<file path="src/rtl/relogio_dezenas_min_horas.sv">
// Tens-of-seconds / minutes / hours stage of the clock chain with debounced time-set buttons.
// Optional build macro: FORMATO_12H_EN (12-hour display plus pm flag).
module relogio_deb #(
  parameter int DEB_CICLOS  = 16,
  parameter int SYNC_STAGES = 2
) (
  input  logic clock,
  input  logic resetn,
  input  logic key,
  output logic press
);
  localparam int CW = $clog2(DEB_CICLOS + 1);

  logic [SYNC_STAGES-1:0] sync;
  logic [CW-1:0]          cnt;
  logic                   low;

  assign low   = ~sync[SYNC_STAGES-1];
  // Fires once on the DEB_CICLOS-th low sample; the counter then saturates until release.
  assign press = low && (cnt == CW'(DEB_CICLOS - 1));

  always_ff @(posedge clock or negedge resetn) begin
    if (!resetn) begin
      sync <= '1;
      cnt  <= '0;
    end else begin
      sync <= {sync[SYNC_STAGES-2:0], key};
      if (!low)                        cnt <= '0;
      else if (cnt != CW'(DEB_CICLOS)) cnt <= cnt + CW'(1);
    end
  end
endmodule

module relogio_dezenas_min_horas #(
  parameter int DEB_CICLOS  = 16,
  parameter int SYNC_STAGES = 2
) (
  input  logic       clock,
  input  logic       resetn,
  input  logic       carry_in,
  input  logic       ajuste,
  input  logic       KEY_min,
  input  logic       KEY_hora,
  output logic [6:0] hex_sd,
  output logic [6:0] hex_mu,
  output logic [6:0] hex_md,
  output logic [6:0] hex_hu,
  output logic [6:0] hex_hd,
  output logic       carry_out,
  output logic       pm
);
  function automatic logic [6:0] seg(input logic [3:0] d);
    case (d)
      4'd0:    seg = 7'b0000001;
      4'd1:    seg = 7'b1001111;
      4'd2:    seg = 7'b0010010;
      4'd3:    seg = 7'b0000110;
      4'd4:    seg = 7'b1001100;
      4'd5:    seg = 7'b0100100;
      4'd6:    seg = 7'b0100000;
      4'd7:    seg = 7'b0001111;
      4'd8:    seg = 7'b0000000;
      4'd9:    seg = 7'b0000100;
      default: seg = 7'b1111111;
    endcase
  endfunction

  logic [1:0] keys, press;
  assign keys = {KEY_hora, KEY_min};

  for (genvar i = 0; i < 2; i++) begin : g_deb
    relogio_deb #(.DEB_CICLOS(DEB_CICLOS), .SYNC_STAGES(SYNC_STAGES)) u_deb (
      .clock (clock),
      .resetn(resetn),
      .key   (keys[i]),
      .press (press[i])
    );
  end

  logic [2:0] sd, md, sd_nx, md_nx;
  logic [3:0] mu, hu, mu_nx, hu_nx;
  logic [1:0] hd, hd_nx;
  logic       sd_wrap, mu_wrap, md_wrap, h_wrap;

  assign sd_wrap = (sd == 3'd5);
  assign mu_wrap = (mu == 4'd9);
  assign md_wrap = (md == 3'd5);
  assign h_wrap  = (hd == 2'd2) && (hu == 4'd3);

  always_comb begin
    sd_nx = sd_wrap ? 3'd0 : sd + 3'd1;
    mu_nx = mu_wrap ? 4'd0 : mu + 4'd1;
    md_nx = md_wrap ? 3'd0 : md + 3'd1;
    hu_nx = hu + 4'd1;
    hd_nx = hd;
    if (h_wrap) begin
      hu_nx = 4'd0;
      hd_nx = 2'd0;
    end else if (hu == 4'd9) begin
      hu_nx = 4'd0;
      hd_nx = hd + 2'd1;
    end
  end

  always_ff @(posedge clock or negedge resetn) begin
    if (!resetn) begin
      sd <= '0; mu <= '0; md <= '0; hu <= '0; hd <= '0;
      carry_out <= 1'b0;
    end else begin
      carry_out <= 1'b0;
      if (ajuste) begin
        // Set mode: minutes and hours adjust independently, no ripple between them.
        sd <= 3'd0;
        if (press[0]) begin
          mu <= mu_nx;
          if (mu_wrap) md <= md_nx;
        end
        if (press[1]) begin
          hu <= hu_nx;
          hd <= hd_nx;
        end
      end else if (carry_in) begin
        sd <= sd_nx;
        if (sd_wrap) begin
          mu <= mu_nx;
          if (mu_wrap) begin
            md <= md_nx;
            if (md_wrap) begin
              hu        <= hu_nx;
              hd        <= hd_nx;
              carry_out <= h_wrap;
            end
          end
        end
      end
    end
  end

  logic [3:0] dhd, dhu;
  logic       pm_nx;

`ifdef FORMATO_12H_EN
  logic [4:0] hbin, h12;
  always_comb begin
    hbin  = 5'(hd) * 5'd10 + 5'(hu);
    pm_nx = (hbin >= 5'd12);
    h12   = pm_nx ? hbin - 5'd12 : hbin;
    if (h12 == 5'd0) h12 = 5'd12;
    dhd   = (h12 >= 5'd10) ? 4'd1 : 4'd0;
    dhu   = 4'(h12 - ((h12 >= 5'd10) ? 5'd10 : 5'd0));
  end
`else
  always_comb begin
    dhd   = {2'b00, hd};
    dhu   = hu;
    pm_nx = 1'b0;
  end
`endif

  always_ff @(posedge clock or negedge resetn) begin
    if (!resetn) begin
      hex_sd <= 7'b0000001; hex_mu <= 7'b0000001; hex_md <= 7'b0000001;
      hex_hu <= 7'b0000001; hex_hd <= 7'b0000001;
      pm     <= 1'b0;
    end else begin
      hex_sd <= seg({1'b0, sd});
      hex_mu <= seg(mu);
      hex_md <= seg({1'b0, md});
      hex_hu <= seg(dhu);
      hex_hd <= seg(dhd);
      pm     <= pm_nx;
    end
  end
endmodule

</file>
<file path="config.mk">
export PLATFORM = sky130hd
export DESIGN_NAME = relogio_dezenas_min_horas
export DESIGN_NICKNAME = d
export VERILOG_FILES = /design/src/rtl/relogio_dezenas_min_horas.sv
export SDC_FILE = /design/constraint.sdc
export NUM_CORES = 1
export LEC_CHECK = 0
export ABC_AREA = 1
export CORE_ASPECT_RATIO = 0.75
export CORE_MARGIN = 4
export CORE_UTILIZATION = 49
export CTS_CLUSTER_DIAMETER = 150
export DETAILED_ROUTE_END_ITERATION = 10
export GPL_ROUTABILITY_DRIVEN = 0
export GPL_TIMING_DRIVEN = 0
export PLACE_DENSITY = 0.86
export REMOVE_ABC_BUFFERS = 1
export SETUP_SLACK_MARGIN = 0.4
export SYNTH_ARGS = -nofsm -noshare
export SYNTH_HDL_FRONTEND = slang
export SYNTH_SLANG_ARGS = --single-unit
</file>
<file path="constraint.sdc">
create_clock -name clock -period 1.4 [get_ports clock]
set_input_delay 0.14 -clock clock [delete_from_list [all_inputs] [get_ports clock]]
set_output_delay 0.14 -clock clock [all_outputs]
set_load 0.02 [all_outputs]
</file>
==> flow_summary.ini, run 1 <==
[synthesis]
yosys_warnings = 0
yosysMostFrequentCell = nand2_1
synth_area_leaders = dfrtp_1 (46%), ha_1 (11%), dfstp_2 (7.9%)
yosys.area.top_type = dfrtp_1
synth_edf_count = 0
synth.distinct_cells = 31
ys.flop_type = dfrtp_1
syn_area_um2 = 3007
yosys_register_bits = 64
synth.avg_cell_area_um2 = 9.515
synth_cells = 316
synth-async-reset-ratio = 1.000
synthTopCellsByCount = nand2_1 (62), dfrtp_1 (55), inv_1 (42)
synth_top_area_frac = 0.4578
ys_seq_area_frac = 0.5364

[worst_setup_path]
crit_family = simple AND/OR/NAND/NOR gates
path_cells = ha_2, nand2_4, nor2_4, ha_4, nand2_2, nand2_2, nand3_4, buf_6, a21oi_1, a21oi_1
critPathBufInv = 1
path_max_fanout = 3
start_kind = register
endpoint_kind = register
cp_slowest_cell = dfrtp_1
path_class = register to register
worst_path_largest_cell_delay_ps = 410
arrival_ps = 2060
cp.required_ps = 1650

[status]
violations = hold timing, setup timing
outcome = finished with violations

[grt]
grt_use_met1 = 0.2323
overflow = 0
use_met2 = 0.3940
grt_start_max_net_pins = 40
grt_pass1_wl_um = 12380
grt_util_met3 = 0.07502
antenna_found_initial = 0
grt.busiest_layer = met2
grt_use_total = 0.2229
first_global_vias = 2485

[placed_design]
place_hpwl_um = 3897
port_buffers = 40
dp_cells = 429

[timing]
finalCritPeriodShare = 1.296
whs_ps = -210.7
fin_skew_ps = 16.21
timing.slew.headroom = 0.5557
tns_ps = -3213
setup_ws_ps = -414.5
drv_slew = 0
hold_viol = 21
worstMarginPinSlew_ps = 666.5
setup_violations = 19
min_period_ps = 1814
fmax_mhz = 551.1
rsz0062_at_grt = yes

[clock_network]
clock_latency_ps = 380
cts_buffer_depth = 2
path_clk_slew_ps = 80
cts_max_level = 3
cts_buffers = 9
cts_sinks = 64
root_buffer = clkbuf_8
cts_tree = built

[power]
leakage_uw = 0.002339
pwr-share-comb = 0.401
power_density_nw_per_um2 = 1491
switching_share = 0.3571
pwr-share-clk = 0.266
power_uw = 7470
p_int_uw = 4803
switching_power_uw = 2668
ir_worst_vdd_uv = 1323
seqPwrFrac = 0.332

[floorplan]
row_count = 24
core_um2 = 5886
ios = 43
die_w_um = 98.45
start_util = 0.5108
die_area_um2 = 7466
fp.dieH_um = 75.84

[layout]
stdcell_count = 501
area_delta_synth_final_pct = 66.67
finish.utilization = 0.8514
drive_above_1_share = 0.6005
n_antenna_cell = 0
final_nets = 451

[routing]
ant_nets = 0
wire_per_inst_um = 23.39
routed_wl_um = 11720
drc = 0
dr.first_iter.drc_count = 248
vias = 2946
vias_per_cell = 5.880
first_pass_iters = 5

[flow_run]
drv_cap = 0

[hold_path]
hold_path.class = primary input to asynchronous set/reset pin
path summary, 6_finish.rpt:
path	start	slack, ps	to	cells past startpoint
max in group asynchronous	resetn	900	hex_mu[0]	2
setup / recovery	g_deb[0].u_deb.cnt[0]	-410	mu[2]	10
hold / removal	resetn	-210	g_deb[1].u_deb.cnt[4]	1
setup reg to reg	g_deb[0].u_deb.cnt[0]	-410	mu[2]	10
min in group clock	KEY_hora	180	g_deb[1].u_deb.sync[0]	1
hold reg to reg	g_deb[0].u_deb.sync[0]	360	g_deb[0].u_deb.sync[1]	0
cells by family after synthesis:
kind of cell	after synthesis	share of synthesized area
AND/OR/NAND/NOR	120	0.1810
flip-flops	64	0.5364
buffers and inverters	53	0.07366
AO/OA/AOI/OAI	48	0.08656
adder cells (fa/ha/maj)	27	0.1124
XOR/XNOR	3	0.008741
other	1	0.001247
through the flow:
step / cell area [um2] / worst slack (ps)
after global routing: 5011 / -460.6
after CTS: 4222 / -92.87
final: 5011 / -414.5
after global placement: 3461 / -1757
after floorplan: 2963 / -4.607
after detailed placement: 3476 / -183.4
registers in the layout, summed over array words and instances, names as in the netlist:
register,count
hex_sd,7
hex_hd,5
md,3
sd,3
mu,4
hex_hu,7
carry_out,1
g_deb.u_deb.sync,4
hex_mu,7
g_deb.u_deb.cnt,10
hd,2
hex_md,7
dhu,4
metal layers:
metal	vias up	share of wire	wire length [um]
li1	1210	-	-
met1	1433	0.36	4201
met2	216	0.48	5605
met3	87	0.087	1019
met4	0	0.076	893
met5	-	0	0
layout by cell type, fill, tap and decap left out, types with 3 or more instances in the layout:
cell / n
ha_4: 23
clkbuf_8: 9
nand2_1: 34
bufinv_16: 3
o21ai_1: 8
dfstp_2: 9
ha_2: 3
o21ai_2: 16
clkdlybuf4s50_1: 4
buf_4: 28
nand2_2: 20
nor2_4: 6
dfrtp_1: 43
xor2_1: 3
nand3_4: 5
inv_8: 3
dfrtp_2: 12
o21ai_0: 5
nand3_1: 15
inv_1: 25
a21oi_1: 7
inv_2: 9
nor2_1: 13
nand3_2: 4
inv_4: 7
nor2_2: 4
buf_6: 61
nand2_4: 13
layout make-up:
type                       count  area (um2)
clock buffer                  10       127.6
clock inverter                 6       107.6
fill                         247       874.6
inverter                      46       222.7
multi-input combinational    201        1861
sequential                    64        1628
tap                           78       97.59
timing repair buffer          96       967.2
power by group through the flow:
stage,clock (uW),combinational [uW],sequential (uW)
detailed placement,0,1410,2410
finish,1990,3000,2480
global route,2040,3160,2500
floorplan,0,585,2620
global placement,0,1360,2400
CTS,1910,1770,2400
timing repair:
item,CTS,global route
setup endpoints to repair,81,89
buffers inserted,21,34
endpoints found under the hold margin,21,21
gates resized for setup,299,148
cloned,1,0
pin swaps,14,35
Note: power is estimated with default switching activity, not from simulation.
==> run 2: changes to the inputs <==
--- a/config.mk
+++ b/config.mk
@@ -5,7 +5,6 @@
 export SDC_FILE = /design/constraint.sdc
 export NUM_CORES = 1
 export LEC_CHECK = 0
-export ABC_AREA = 1
 export CORE_ASPECT_RATIO = 0.75
 export CORE_MARGIN = 4
 export CORE_UTILIZATION = 49
@@ -13,6 +12,7 @@
 export DETAILED_ROUTE_END_ITERATION = 10
 export GPL_ROUTABILITY_DRIVEN = 0
 export GPL_TIMING_DRIVEN = 0
+export HOLD_SLACK_MARGIN = 0.12
 export PLACE_DENSITY = 0.86
 export REMOVE_ABC_BUFFERS = 1
 export SETUP_SLACK_MARGIN = 0.4
==> run 2 against run 1 <==
The run still ends with hold timing, setup timing left. Die area grew 0.15%. Sequential share of layout area fell by 0.058 points. Clock skew rose by 2.0 ps. Synthesized area grew 0.17%. Core utilization hardly changed. Routed wire length down 9.9%. Largest power group is now clock.
==> flow_summary.ini, run 2 <==
[status]
outcome = finished with violations
violations = hold timing, setup timing

[timing]
worstMarginPinSlew_ps = 549.5
timing.slew.headroom = 0.6337
drv_slew = 0
whs_ps = -256.0
tns_ps = -6942
fin_skew_ps = 18.19
finalCritPeriodShare = 1.346
fmax_mhz = 530.6
rsz0062_at_grt = yes
setup_violations = 31
min_period_ps = 1885
hold_viol = 17
setup_ws_ps = -484.7

[synthesis]
synth_top_area_frac = 0.4570
synth-async-reset-ratio = 1.000
yosysMostFrequentCell = dfrtp_1
ys.flop_type = dfrtp_1
yosys_register_bits = 64
synth_cells = 284
yosys.area.top_type = dfrtp_1
synth_area_leaders = dfrtp_1 (46%), ha_1 (11%), dfstp_2 (7.9%)
ys_seq_area_frac = 0.5355
synthTopCellsByCount = dfrtp_1 (55), nand2_1 (33), nor2_1 (29)
synth_edf_count = 0
yosys_warnings = 0
synth.avg_cell_area_um2 = 10.60
syn_area_um2 = 3012
synth.distinct_cells = 43

[routing]
ant_nets = 0
wire_per_inst_um = 22.27
dr.first_iter.drc_count = 184
vias = 2708
vias_per_cell = 5.713
routed_wl_um = 10560
first_pass_iters = 4
drc = 0

[clock_network]
root_buffer = clkbuf_8
cts_buffer_depth = 2
cts_sinks = 64
cts_buffers = 9
path_clk_slew_ps = 80
clock_latency_ps = 380
cts_max_level = 3
cts_tree = built

[placed_design]
dp_cells = 395
place_hpwl_um = 3743
port_buffers = 40
placed_area_um2 = 3476

[floorplan]
die_area_um2 = 7478
core_um2 = 5886
start_util = 0.5117
ios = 43
fp.dieH_um = 75.90
die_w_um = 98.53
row_count = 24

[worst_setup_path]
start_kind = register
endpoint_kind = register
path_max_fanout = 15
arrival_ps = 2140
cp.required_ps = 1660
reg2reg_slack_ps = -480
path_class = register to register

[grt]
antenna_found_initial = 0
grt_start_max_net_pins = 43
grt_pass1_wl_um = 12080
first_global_vias = 2449
overflow = 0
grt_use_total = 0.2132

[layout]
largest_reg_flops = 10
n_antenna_cell = 0
mostFrequentLayoutCell = buf_6
regArea_um2 = 1625
most-common-layout-cells = buf_6 (68), dfrtp_1 (45), buf_4 (28)
fill_cells = 246
drive_above_1_share = 0.6136
final_nets = 424
regMostFlops = g_deb.u_deb.cnt
multiInputGateArea_um2 = 1851
stdcell_count = 474
area_delta_synth_final_pct = 66.43
stdcell_area_um2 = 5012

[flow_run]
drv_cap = 0

[power]
power_density_nw_per_um2 = 890.2
ir_worst_vdd_uv = 789.9
power_uw = 4462
leakage_uw = 0.002292

[hold_path]
hold_path.class = primary input to asynchronous set/reset pin
## run 2: changes by cell type after synthesis, moves of 6 or more
cell / before / now
o21ai_0: 28 / 22
nand3_1: 22 / 6
mux2_2: 0 / 7
nor2_1: 20 / 29
nand2_1: 62 / 33
inv_1: 42 / 22
## run 2: per-stage QoR
step | setup WS (ps) | hold WS (ps) | util
after detailed placement | -711.5 | 169.7 | 0.5906
after global routing | -530.1 | -211.6 | 0.8516
final | -484.7 | -256.0 | 0.8516
after global placement | -1802 | 345.5 | 0.5880
after CTS | -384.0 | -222.9 | 0.7577
after floorplan | -513.5 | -155.6 | -
## run 2: worst max-delay path: stages, from the launching register on
cell and delay (ps):
dfrtp_2 560, nand3b_4 260, o31a_4 390, or2_4 250, mux2_4 300
## run 2: timing repair
item	in CTS	in global routing
buffers inserted	38	25
hold endpoints to repair	17	17
resized for setup	333	96
setup endpoints to repair	83	90
pin swaps	35	29
## run 2: logic make-up after synthesis
kind of cell / count (synthesis) / share of synthesized area
compound gates: 45 / 0.08518
buf+inv: 31 / 0.04487
mux: 11 / 0.04113
flops: 64 / 0.5355
xor+xnor: 6 / 0.01745
simple gates: 99 / 0.1624
other cells: 1 / 0.001245
fa+ha+maj: 27 / 0.1122
## run 2: metal layers
layer / up-vias / track usage / share of wire
met2: 141 / 0.3753 / 0.49
met4: 0 / 0.08030 / 0.048
met1: 1361 / 0.2454 / 0.40
met5: - / 0 / 0
li1: 1155 / - / -
met3: 51 / 0.07594 / 0.066
## run 2: area by class of cell
type | count | area share
flip-flops and latches | 64 | 0.3243
inverters | 22 | 0.02646
clock buffers | 10 | 0.02546
repair buffers | 104 | 0.2137
multi-input cells | 190 | 0.3692
clock inverters | 6 | 0.02147
well taps | 78 | 0.01947
## run 2: path summary, 6_finish.rpt
check,startpoint,to,cells past startpoint
max,mu[2],hd[0],4
min,resetn,mu[0],1
max reg2reg,mu[2],hd[0],4
min reg2reg,g_deb[0].u_deb.sync[0],g_deb[0].u_deb.sync[1],0
max in group asynchronous,resetn,hex_hu[0],2
min in group clock,KEY_hora,g_deb[1].u_deb.sync[0],1
## run 2: power breakdown
group / switching [uW] / internal, uW
Sequential: 54.9 / 1910
Clock: 801 / 1180
Combinational: 265 / 258
==> run 3: changes to the inputs <==
--- a/config.mk
+++ b/config.mk
@@ -5,15 +5,16 @@
 export SDC_FILE = /design/constraint.sdc
 export NUM_CORES = 1
 export LEC_CHECK = 0
+export CAP_MARGIN = 20
 export CORE_ASPECT_RATIO = 0.75
 export CORE_MARGIN = 4
-export CORE_UTILIZATION = 49
+export CORE_UTILIZATION = 54
 export CTS_CLUSTER_DIAMETER = 150
 export DETAILED_ROUTE_END_ITERATION = 10
 export GPL_ROUTABILITY_DRIVEN = 0
 export GPL_TIMING_DRIVEN = 0
 export HOLD_SLACK_MARGIN = 0.12
-export PLACE_DENSITY = 0.86
+export PLACE_DENSITY = 0.89
 export REMOVE_ABC_BUFFERS = 1
 export SETUP_SLACK_MARGIN = 0.4
 export SYNTH_ARGS = -nofsm -noshare
==> constraint.sdc (replaced) <==
create_clock -name clock -period 2 [get_ports clock]
set_input_delay 0.2 -clock clock [delete_from_list [all_inputs] [get_ports clock]]
set_output_delay 0.2 -clock clock [all_outputs]
set_load 0.02 [all_outputs]
==> run 3 against run 2 <==
The run now ends clean. Combinational power decreased by 55%. Global-route usage decreased by 1.0 points. Clock power fell by 48%. Worst hold slack improved by 500 ps.
==> flow_summary.ini, run 3 (synthesis results as in run 2) <==
[grt]
grt_start_max_net_pins = 36
first_global_vias = 2236
grt_pass1_wl_um = 10490
overflow = 0
use_met2 = 0.3451
grt.busiest_layer = met2
grt_util_met3 = 0.05979
grt_use_total = 0.2032
antenna_found_initial = 0
grt_use_met1 = 0.2318

[timing]
worstMarginPinSlew_ps = 718.2
finalCritPeriodShare = 0.9253
hold_viol = 0
fmax_mhz = 540.4
setup_violations = 0
rsz0062_at_grt = yes
fin_skew_ps = 17.13
min_period_ps = 1851
whs_ps = 248.1
drv_slew = 0
timing.slew.headroom = 0.5212

[layout]
area_delta_synth_final_pct = 36.44
fill_cells = 293
regMostFlops = g_deb.u_deb.cnt
drive_above_1_share = 0.2842
largest_reg_flops = 10
stdcell_count = 441
most-common-layout-cells = dfrtp_1 (48), clkdlybuf4s50_1 (34), nor2_1 (29), nand2_1 (29), buf_4 (25)
final_nets = 394
n_antenna_cell = 0
mostFrequentLayoutCell = dfrtp_1

[routing]
vias = 2408
vias_per_cell = 5.460
wire_per_inst_um = 16.66
first_pass_iters = 4
routed_wl_um = 7349
ant_nets = 0
drc = 0
dr.first_iter.drc_count = 220

[worst_setup_path]
path_class = register to register
arrival_ps = 2130
critPathBufInv = 2
worst_path_largest_cell_delay_ps = 410
rr_startpoint = sd[1]
crit_cells = 7
cp_slowest_cell = dfrtp_1
path_cells = inv_2, ha_4, nand4b_4, o31a_4, buf_4, or3_1, a21boi_1
cp.required_ps = 2280
r2r_cells = 7
path_max_fanout = 3
r2r_end = dhu[3]
start_kind = register
reg2reg_slack_ps = 150
endpoint_kind = register
crit_family = compound AO/OA/AOI/OAI gates

[placed_design]
dp_cells = 392
place_hpwl_um = 3639
port_buffers = 40

[power]
power_density_nw_per_um2 = 640.8
p_int_uw = 1959
switching_power_uw = 674.3
seqPwrFrac = 0.518
pwr-share-clk = 0.393
leakage_uw = 0.001855
ir_worst_vdd_uv = 377.9
switching_share = 0.2561
pwr-share-comb = 0.089

[floorplan]
row_count = 23
die_area_um2 = 6849
ios = 43
start_util = 0.5596
fp.dieH_um = 72.68
core_um2 = 5381
die_w_um = 94.24

[clock_network]
cts_buffers = 9
cts_buffer_depth = 2
clock_latency_ps = 360
cts_tree = built
cts_sinks = 64
root_buffer = clkbuf_8
cts_max_level = 3
path_clk_slew_ps = 80

[hold_path]
min_to = g_deb[0].u_deb.sync[0]
holdPathStages = 1
hold_path.class = primary input to register
holdCritStartpoint = KEY_min

[status]
outcome = finished clean

[flow_run]
drv_cap = 0
==> run 3: changes by cell type in the layout (fill, tap and decap cells not counted), sizes merged <==
cell,change
buf,-66
clkdlybuf4s50,+30
dlygate4sd2,+5
bufinv,-3
clkbuf,+2
clkinvlp,+1
dlygate4sd3,+1
==> run 3: power by group through the flow <==
stage / sequential, uW / combinational (uW) / clock, uW
final: 1360 / 235 / 1030
after global routing: 1370 / 255 / 1110
after CTS: 1360 / 211 / 1030
after detailed placement: 1390 / 180 / 0
after global placement: 1380 / 168 / 0
after floorplan: 1400 / 69.2 / 0
==> run 3: what timing repair did <==
item | CTS | global route
endpoints found under the setup margin | 21 | 17
buffers inserted | 22 | 10
resized for setup | 38 | 26
pin swaps | 9 | 10
hold endpoints to repair | 23 | 0
cloned | 0 | 0
hold buffers | 1 | 0
==> run 3: layout make-up <==
cell class,count,area [um2],share of cell area
multi-input combinational,190,1439,0.3502
inverter,22,85.08,0.02071
tap,75,93.84,0.02284
sequential,64,1622,0.3946
timing repair buffer,74,685.7,0.1669
clock buffer,12,155.1,0.03776
clock inverter,4,28.78,0.007004
==> run 3: worst reg2reg max path, delay by kind of cell (launching register included) <==
kind,cells,cell delay [ps]
compound gates,2,550
fa+ha+maj,1,150
buf+inv,2,230
flops,1,410
simple gates,2,430
==> run 3: layer usage <==
metal / up-vias / share of wire
met5: - / 0
li1: 1084 / -
met3: 41 / 0.061
met2: 100 / 0.49
met1: 1183 / 0.40
met4: 0 / 0.053
==> run 3: worst max-delay path by stage <==
stage                                  endpoint                   from
final                                    dhu[3]                  sd[1]
after global routing                     dhu[3]  g_deb[1].u_deb.cnt[0]
after CTS                                 hd[0]                  sd[1]
after detailed placement                  hd[0]                 ajuste
after global placement    g_deb[1].u_deb.cnt[1]                 resetn
after floorplan                           hd[0]                  mu[1]
==> run 3: metrics by stage <==
stage                     total power [uW]  worst slack, ps  TNS (ps)  cell area, um2  utilization
after floorplan                       1470            86.51         0            2963            -
after global placement                1551            -1210    -71360            3457       0.6424
after detailed placement              1565           -67.73    -67.73            3472       0.6452
after CTS                             2600            245.7         0            3946       0.7333
after global routing                  2736            36.42         0            4109       0.7635
final                                 2633            149.4         0            4109       0.7635
